--- src/rtl/uart_rx_sampling_controller.sv ---
// -----------------------------------------------------------------------------
// uart_rx_sampling_controller
//
// Receive-side sequencer for a UART. The raw line is brought into the clock
// domain through a two-flop synchronizer. A falling level in IDLE starts a
// frame, and the start bit is checked at its centre. Each data bit is then
// sampled at its centre. Every sampled bit is handed to a downstream SIPO
// shift register through a one-cycle shift strobe. The SIPO assembles the
// byte LSB first. Last, the stop bit is checked.
//
// Configuration macro:
//   RX_MAJORITY_VOTE_EN - when defined, each sample is the majority of the
//                         last three synchronized line values. When undefined,
//                         each sample is the synchronized line value itself.
//                         Evaluation timing is the same in both builds.
//
// Parameters:
//   INPUT_DATA_WIDTH  data bits per frame (must match the SIPO width)
//   CLOCKS_PER_BIT    clk cycles per bit period (even, >= 4)
//
// Ports:
//   clk                in   system clock, rising edge
//   reset              in   synchronous active-high reset
//   serial_in          in   raw asynchronous RX line, idle high
//   sampled_bit        out  bit value for the SIPO serial input
//   data_is_available  out  one-cycle shift strobe for the SIPO
//   rx_done            out  one-cycle pulse, frame received with a valid stop bit
//   framing_error      out  one-cycle pulse, stop bit sampled low
//   busy               out  high whenever the sequencer is not idle
// -----------------------------------------------------------------------------
module uart_rx_sampling_controller #(
  parameter int INPUT_DATA_WIDTH = 8,
  parameter int CLOCKS_PER_BIT   = 16
) (
  input  logic clk,
  input  logic reset,
  input  logic serial_in,
  output logic sampled_bit,
  output logic data_is_available,
  output logic rx_done,
  output logic framing_error,
  output logic busy
);

  localparam int CNT_W = $clog2(CLOCKS_PER_BIT);
  localparam int IDX_W = $clog2(INPUT_DATA_WIDTH + 1);

  localparam logic [CNT_W-1:0] CNT_ZERO  = CNT_W'(0);
  localparam logic [CNT_W-1:0] CNT_ONE   = CNT_W'(1);
  localparam logic [CNT_W-1:0] HALF_LAST = CNT_W'(CLOCKS_PER_BIT / 2 - 1);
  localparam logic [CNT_W-1:0] BIT_LAST  = CNT_W'(CLOCKS_PER_BIT - 1);
  localparam logic [IDX_W-1:0] IDX_ZERO  = IDX_W'(0);
  localparam logic [IDX_W-1:0] IDX_ONE   = IDX_W'(1);
  localparam logic [IDX_W-1:0] IDX_LAST  = IDX_W'(INPUT_DATA_WIDTH - 1);

  typedef enum logic [2:0] {
    ST_IDLE  = 3'd0,
    ST_START = 3'd1,
    ST_DATA  = 3'd2,
    ST_STOP  = 3'd3,
    ST_BREAK = 3'd4
  } state_t;

  logic             s1_r;
  logic             rx_sync_r;
  logic             sample_s;

  state_t           state_r;
  state_t           state_s;
  logic [CNT_W-1:0] cnt_r;
  logic [CNT_W-1:0] cnt_s;
  logic [IDX_W-1:0] idx_r;
  logic [IDX_W-1:0] idx_s;

  logic             sampled_bit_s;
  logic             dav_s;
  logic             done_s;
  logic             ferr_s;
  logic             busy_s;

  // Two-flop synchronizer; reset to the idle (high) line level
  always_ff @(posedge clk) begin
    if (reset) begin
      s1_r      <= 1'b1;
      rx_sync_r <= 1'b1;
    end else begin
      s1_r      <= serial_in;
      rx_sync_r <= s1_r;
    end
  end

`ifdef RX_MAJORITY_VOTE_EN
  // The history is the current rx_sync_r value and the two values before it.
  logic [1:0] hist_prev_r;
  logic [2:0] history_s;

  function automatic logic majority3(input logic [2:0] v);
    return (v[0] & v[1]) | (v[0] & v[2]) | (v[1] & v[2]);
  endfunction

  // Shift the synchronized line into the two older history slots
  always_ff @(posedge clk) begin
    if (reset) begin
      hist_prev_r <= 2'b11;
    end else begin
      hist_prev_r <= {hist_prev_r[0], rx_sync_r};
    end
  end

  assign history_s = {hist_prev_r, rx_sync_r};
  assign sample_s  = majority3(history_s);
`else
  assign sample_s  = rx_sync_r;
`endif

  // Next-state, counter, bit index and output pulse decode
  always_comb begin
    state_s       = state_r;
    cnt_s         = cnt_r;
    idx_s         = idx_r;
    sampled_bit_s = sampled_bit;
    dav_s         = 1'b0;
    done_s        = 1'b0;
    ferr_s        = 1'b0;

    case (state_r)
      ST_IDLE: begin
        cnt_s = CNT_ZERO;
        idx_s = IDX_ZERO;
        if (!rx_sync_r) begin
          state_s = ST_START;
        end else begin
          state_s = ST_IDLE;
        end
      end

      ST_START: begin
        if (cnt_r == HALF_LAST) begin
          cnt_s = CNT_ZERO;
          idx_s = IDX_ZERO;
          // A high sample at the start-bit centre is treated as a glitch.
          if (sample_s) begin
            state_s = ST_IDLE;
          end else begin
            state_s = ST_DATA;
          end
        end else begin
          cnt_s = cnt_r + CNT_ONE;
        end
      end

      ST_DATA: begin
        if (cnt_r == BIT_LAST) begin
          cnt_s         = CNT_ZERO;
          sampled_bit_s = sample_s;
          dav_s         = 1'b1;
          idx_s         = idx_r + IDX_ONE;
          if (idx_r == IDX_LAST) begin
            state_s = ST_STOP;
          end else begin
            state_s = ST_DATA;
          end
        end else begin
          cnt_s = cnt_r + CNT_ONE;
        end
      end

      ST_STOP: begin
        if (cnt_r == BIT_LAST) begin
          cnt_s = CNT_ZERO;
          if (sample_s) begin
            done_s  = 1'b1;
            state_s = ST_IDLE;
          end else begin
            ferr_s  = 1'b1;
            state_s = ST_BREAK;
          end
        end else begin
          cnt_s = cnt_r + CNT_ONE;
        end
      end

      ST_BREAK: begin
        // A held-low line must return high before a new start is accepted.
        cnt_s = CNT_ZERO;
        if (rx_sync_r) begin
          state_s = ST_IDLE;
        end else begin
          state_s = ST_BREAK;
        end
      end

      default: begin
        state_s = ST_IDLE;
        cnt_s   = CNT_ZERO;
        idx_s   = IDX_ZERO;
      end
    endcase

    busy_s = (state_s != ST_IDLE);
  end

  // State, counters and registered outputs
  always_ff @(posedge clk) begin
    if (reset) begin
      state_r           <= ST_IDLE;
      cnt_r             <= CNT_ZERO;
      idx_r             <= IDX_ZERO;
      sampled_bit       <= 1'b1;
      data_is_available <= 1'b0;
      rx_done           <= 1'b0;
      framing_error     <= 1'b0;
      busy              <= 1'b0;
    end else begin
      state_r           <= state_s;
      cnt_r             <= cnt_s;
      idx_r             <= idx_s;
      sampled_bit       <= sampled_bit_s;
      data_is_available <= dav_s;
      rx_done           <= done_s;
      framing_error     <= ferr_s;
      busy              <= busy_s;
    end
  end

endmodule

--- config.mk ---
export PLATFORM = sky130hd
export DESIGN_NAME = uart_rx_sampling_controller
export DESIGN_NICKNAME = d
export VERILOG_FILES = /design/src/rtl/uart_rx_sampling_controller.sv
export SDC_FILE = /design/constraint.sdc
export NUM_CORES = 1
export LEC_CHECK = 0
export CAP_MARGIN = 20
export CORE_MARGIN = 5
export CORE_UTILIZATION = 35
export DETAILED_ROUTE_END_ITERATION = 8
export GPL_ROUTABILITY_DRIVEN = 0
export GPL_TIMING_DRIVEN = 1
export PLACE_DENSITY = 0.49
export SYNTH_ARGS = -nofsm -noshare
export SYNTH_HDL_FRONTEND = slang
export SYNTH_SLANG_ARGS = --single-unit
--- constraint.sdc ---
create_clock -name clk -period 1.82 [get_ports clk]
set_input_delay 0.364 -clock clk [delete_from_list [all_inputs] [get_ports clk]]
set_output_delay 0.364 -clock clk [all_outputs]
set_load 0.01 [all_outputs]
==> flow_summary.rst <==
.. list-table::
   :header-rows: 1

   * - Metric
     - Value
   * - Number of global-route vias before repair
     - between 600 and 700
   * - Register clock-pin slew on the reported worst setup and hold paths
     - about 0.1 ns
   * - Vias per cell
     - 5.142
   * - Post-route setup TNS
     - 0 ns
   * - Maximum level of the CTS H-tree
     - 1
   * - Count of final hold-check violations
     - 0
   * - Setup Slack @ Placement
     - just over 0.02 ns
   * - Synthesized-area fraction occupied by adder cells
     - under 10%
   * - Average detailed-routed wire length per instance
     - roughly 13 um
   * - Total placed cells including tap cells
     - 123
   * - Worst setup path class
     - reg -> reg
   * - Outcome
     - finished, final reports clean
   * - Number of antenna violations at the first check in global routing
     - 0
   * - Diodes inserted
     - 0
   * - Max cap viols
     - 0
   * - Xor-xnor portion of the synthesized cell area
     - 1.031%
   * - Post-CTS setup-driven buffer insertion count
     - 0
   * - Non-Filler Cell Area, Final
     - 1001 sq um
   * - Total detailed-routing wirelength
     - 1.601 mm
   * - Cell area after technology mapping
     - approximately 850 sq um
   * - Post-placement cell area
     - around 960 sq um
   * - Number of routed nets with antenna violations
     - 0
   * - Max Freq
     - 0.5997 GHz
   * - Buffer depth of the longest clock path
     - 2
   * - Simple-gate share of the synthesized area
     - a little under a third
   * - Hpwl dp
     - about 1.2 mm
   * - Total count of max-transition violations in the final report
     - 0
   * - Ys Warns
     - 0
   * - Die boundary width
     - between 50 and 60 um
   * - Compound-Gate Fraction of Synth Area
     - around 15%
   * - Final core area utilization
     - about 44%
   * - Skew-Pair Late Insertion Delay
     - 0.29 ns
   * - Worst path setup slack after routing
     - ~0.15 ns
   * - Peak supply drop
     - 0.0003576 V
   * - Fraction of layout cells with a size suffix above 1
     - approximately 27%
   * - Number of primary I/O pins
     - 8
   * - Total power density per cell area
     - just under 700 nW/um^2
   * - GRT Overall Usage
     - 10.54%
   * - Final Cycle Share
     - a little over 90%
   * - Syn Inst Count
     - 86
   * - Routed vias
     - 653
   * - Main combinational cell family by area after synthesis
     - simple AND/OR/NAND/NOR gates
   * - Final critical delay including setup and external delays
     - around 1.7 ns
   * - Kind of capture point of the worst setup path
     - flip-flop
   * - Number of sinks driven by the clock tree
     - 18
   * - Global route overflow
     - 0
   * - Worst Path Required
     - between 2 and 2.5 ns
   * - Unrepaired setup endpoints after global routing
     - no
   * - Number of standard cells in the final layout excluding fillers
     - about 130
   * - Router iterations before antenna repair
     - 4
   * - Number of buffer cells added on primary ports
     - 7
   * - DRT iter0 DRCs
     - 16
   * - Flop and latch count out of synthesis
     - 18
   * - Die area
     - 3512 sq um
   * - Static Leakage
     - 0.0003676 uW
   * - Syn Nets
     - between 90 and 100
   * - Post-Route Skew
     - between 0.0009 and 0.001 ns
   * - Fraction of the yosys area taken by sequential cells
     - a little over two fifths
   * - First-pass GRT wire length
     - between 2 and 3 mm
   * - Area inside the core boundary
     - 2255 sq um
   * - Finish-stage setup viols
     - 0
   * - Critical path peak fanout
     - 5
   * - Net count reported at finish
     - around 110
   * - Worst path arrival time
     - ~1.9 ns
   * - TritonCTS clock tree
     - yes
   * - Number of different library cells in the post-synthesis netlist
     - 38
   * - Relative max-transition margin
     - between 70% and 80%
   * - Proportion of synthesized area in mux cells
     - 1.178%
   * - Cell row count
     - 17
   * - Height of the die
     - 59.27 um
   * - Number of CTS-inserted buffers
     - 3
   * - DRC violation count after routing
     - 0
   * - Cell at the root of the clock tree
     - sky130_fd_sc_hd__clkbuf_4
   * - Initial core utilization
     - around 38%
   * - Worst min-delay path class
     - reg -> reg
   * - Filler Cells Inserted
     - approximately 230
   * - Area added between synthesis and finish
     - 17.82%
   * - Pin slew with the least headroom to its limit
     - 0.3271 ns
   * - Maximum number of pins on one net before global-route repair
     - 12
   * - Worst Setup Start Kind
     - flip-flop
   * - Per-instance average area after synthesis
     - around 10 sq um
==> repair_timing <==
| item | in CTS | in global routing |
|---|---|---|
| hold endpoints to repair | 0 | 0 |
| gates resized for setup | 0 | 1 |
| endpoints found under the setup margin | 0 | 1 |
| hold buffers | 0 | 0 |
==> cell usage after synthesis <==
cell	number	area, sq um
sky130_fd_sc_hd__a211o_1	1	8.760
sky130_fd_sc_hd__clkbuf_1	1	3.750
sky130_fd_sc_hd__o211a_1	1	10.01
sky130_fd_sc_hd__a21oi_1	2	10.01
sky130_fd_sc_hd__nand4b_1	2	17.52
sky130_fd_sc_hd__a41oi_1	1	8.760
sky130_fd_sc_hd__or3_1	1	6.260
sky130_fd_sc_hd__o221ai_1	2	17.52
sky130_fd_sc_hd__and3b_2	2	20.02
sky130_fd_sc_hd__o21ai_0	4	20.02
sky130_fd_sc_hd__o221ai_2	1	15.01
sky130_fd_sc_hd__nor2_1	5	18.77
sky130_fd_sc_hd__nor4_1	1	6.260
sky130_fd_sc_hd__o2bb2ai_1	1	8.760
sky130_fd_sc_hd__or3b_2	1	8.760
sky130_fd_sc_hd__nor2b_1	2	12.51
sky130_fd_sc_hd__inv_1	2	7.510
sky130_fd_sc_hd__buf_6	3	33.78
sky130_fd_sc_hd__buf_4	2	15.01
sky130_fd_sc_hd__or3_2	2	15.01
sky130_fd_sc_hd__nand4_1	1	6.260
sky130_fd_sc_hd__nor4b_1	1	8.760
sky130_fd_sc_hd__dfxtp_1	18	360.4
sky130_fd_sc_hd__nand3b_1	1	7.510
sky130_fd_sc_hd__nand2_1	2	7.510
sky130_fd_sc_hd__or2_2	4	25.02
sky130_fd_sc_hd__and3_4	1	11.26
sky130_fd_sc_hd__or2b_2	2	17.52
sky130_fd_sc_hd__nand3_1	3	15.01
sky130_fd_sc_hd__a21boi_0	2	15.01
sky130_fd_sc_hd__nor3_1	4	20.02
sky130_fd_sc_hd__xnor2_1	1	8.760
sky130_fd_sc_hd__a211oi_1	2	15.01
sky130_fd_sc_hd__or4b_1	1	10.01
sky130_fd_sc_hd__nor3b_1	2	15.01
sky130_fd_sc_hd__and3_2	1	7.510
sky130_fd_sc_hd__ha_1	2	25.02
sky130_fd_sc_hd__mux2i_1	1	10.01
==> final cells by class <==
class | count | area (sq um) | area share [%]
Sequential cell | 18 | 360.3 | 36.00
Tap cell | 28 | 35.03 | 3.500
Clock buffer | 4 | 36.28 | 3.625
Multi-Input combinational cell | 60 | 431.7 | 43.13
Timing Repair Buffer | 15 | 130.1 | 13.00
Inverter | 2 | 7.507 | 0.7500
==> cells by family after synthesis <==
family          Yosys count
mux                       1
xor+xnor                  1
simple gates             39
buf+inv                   8
compound gates           17
fa+ha+maj                 2
flops                    18
==> placed cells by master, fill, tap and decap left out, types with 2 or more instances in the layout <==
cell and count:
sky130_fd_sc_hd__dfxtp_1 18, sky130_fd_sc_hd__buf_4 8, sky130_fd_sc_hd__clkdlybuf4s50_1 7, sky130_fd_sc_hd__nor2_1 5, sky130_fd_sc_hd__o21ai_0 4, sky130_fd_sc_hd__or2_2 4
sky130_fd_sc_hd__nor3_1 4, sky130_fd_sc_hd__nand3_1 3, sky130_fd_sc_hd__clkbuf_4 3, sky130_fd_sc_hd__nand4b_1 2, sky130_fd_sc_hd__a211oi_1 2, sky130_fd_sc_hd__and3b_2 2
sky130_fd_sc_hd__nand2_1 2, sky130_fd_sc_hd__nor3b_1 2, sky130_fd_sc_hd__a21oi_1 2, sky130_fd_sc_hd__or2b_2 2, sky130_fd_sc_hd__or3_2 2, sky130_fd_sc_hd__o221ai_1 2
sky130_fd_sc_hd__a21boi_0 2, sky130_fd_sc_hd__inv_1 2, sky130_fd_sc_hd__nor2b_1 2
==> per-layer routing <==
metal  part of all wire (%)  wire length [um]  track usage (%)  vias up
met3                    5.7                91            3.486        2
li1                       -                 -                -      343
met1                     46               743            13.15      294
met4                    1.1                18            3.236        0
met5                      0                 0                0        -
met2                     47               747            17.00       14
==> per-stage QoR <==
stage | power, uW | hold slack, ns
after floorplan | 436.0 | 0.3895
after global placement | 453.1 | 0.3917
after detailed placement | 452.8 | 0.3976
after CTS | 698.1 | 0.4231
after global routing | 717.1 | 0.4497
final | 685.9 | 0.4179
==> worst paths after layout <==
path / endpoint / from / slack, ns / cells after the start
worst min register to register: rx_sync_r / s1_r / 0.42 / 1
worst min-delay path: rx_sync_r / s1_r / 0.42 / 1
worst max-delay path: idx_r[1] / cnt_r[0] / 0.15 / 5
worst max register to register: idx_r[1] / cnt_r[0] / 0.15 / 5
==> state kept, by name (all words and copies together) (netlist names) <==
| signal | cells |
|---|---|
| busy | 1 |
| state_r | 3 |
| s1_r | 1 |
| sampled_bit | 1 |
| cnt_r | 4 |
| framing_error | 1 |
| data_is_available | 1 |
| rx_sync_r | 1 |
| rx_done | 1 |
| idx_r | 4 |
==> report_power, final <==
group / switching (uW) / internal, uW
Combinational: 18.8 / 22.1
Clock: 120 / 122
Sequential: 4.11 / 399
==> worst max-delay path: stages, from the launching register on <==
cell                       delay, ns
sky130_fd_sc_hd__dfxtp_1        0.37
sky130_fd_sc_hd__ha_2           0.22
sky130_fd_sc_hd__and3b_2        0.23
sky130_fd_sc_hd__o221ai_2       0.14
sky130_fd_sc_hd__or4b_1         0.51
sky130_fd_sc_hd__a21oi_1        0.14
Note: power is estimated with default switching activity, not from simulation.
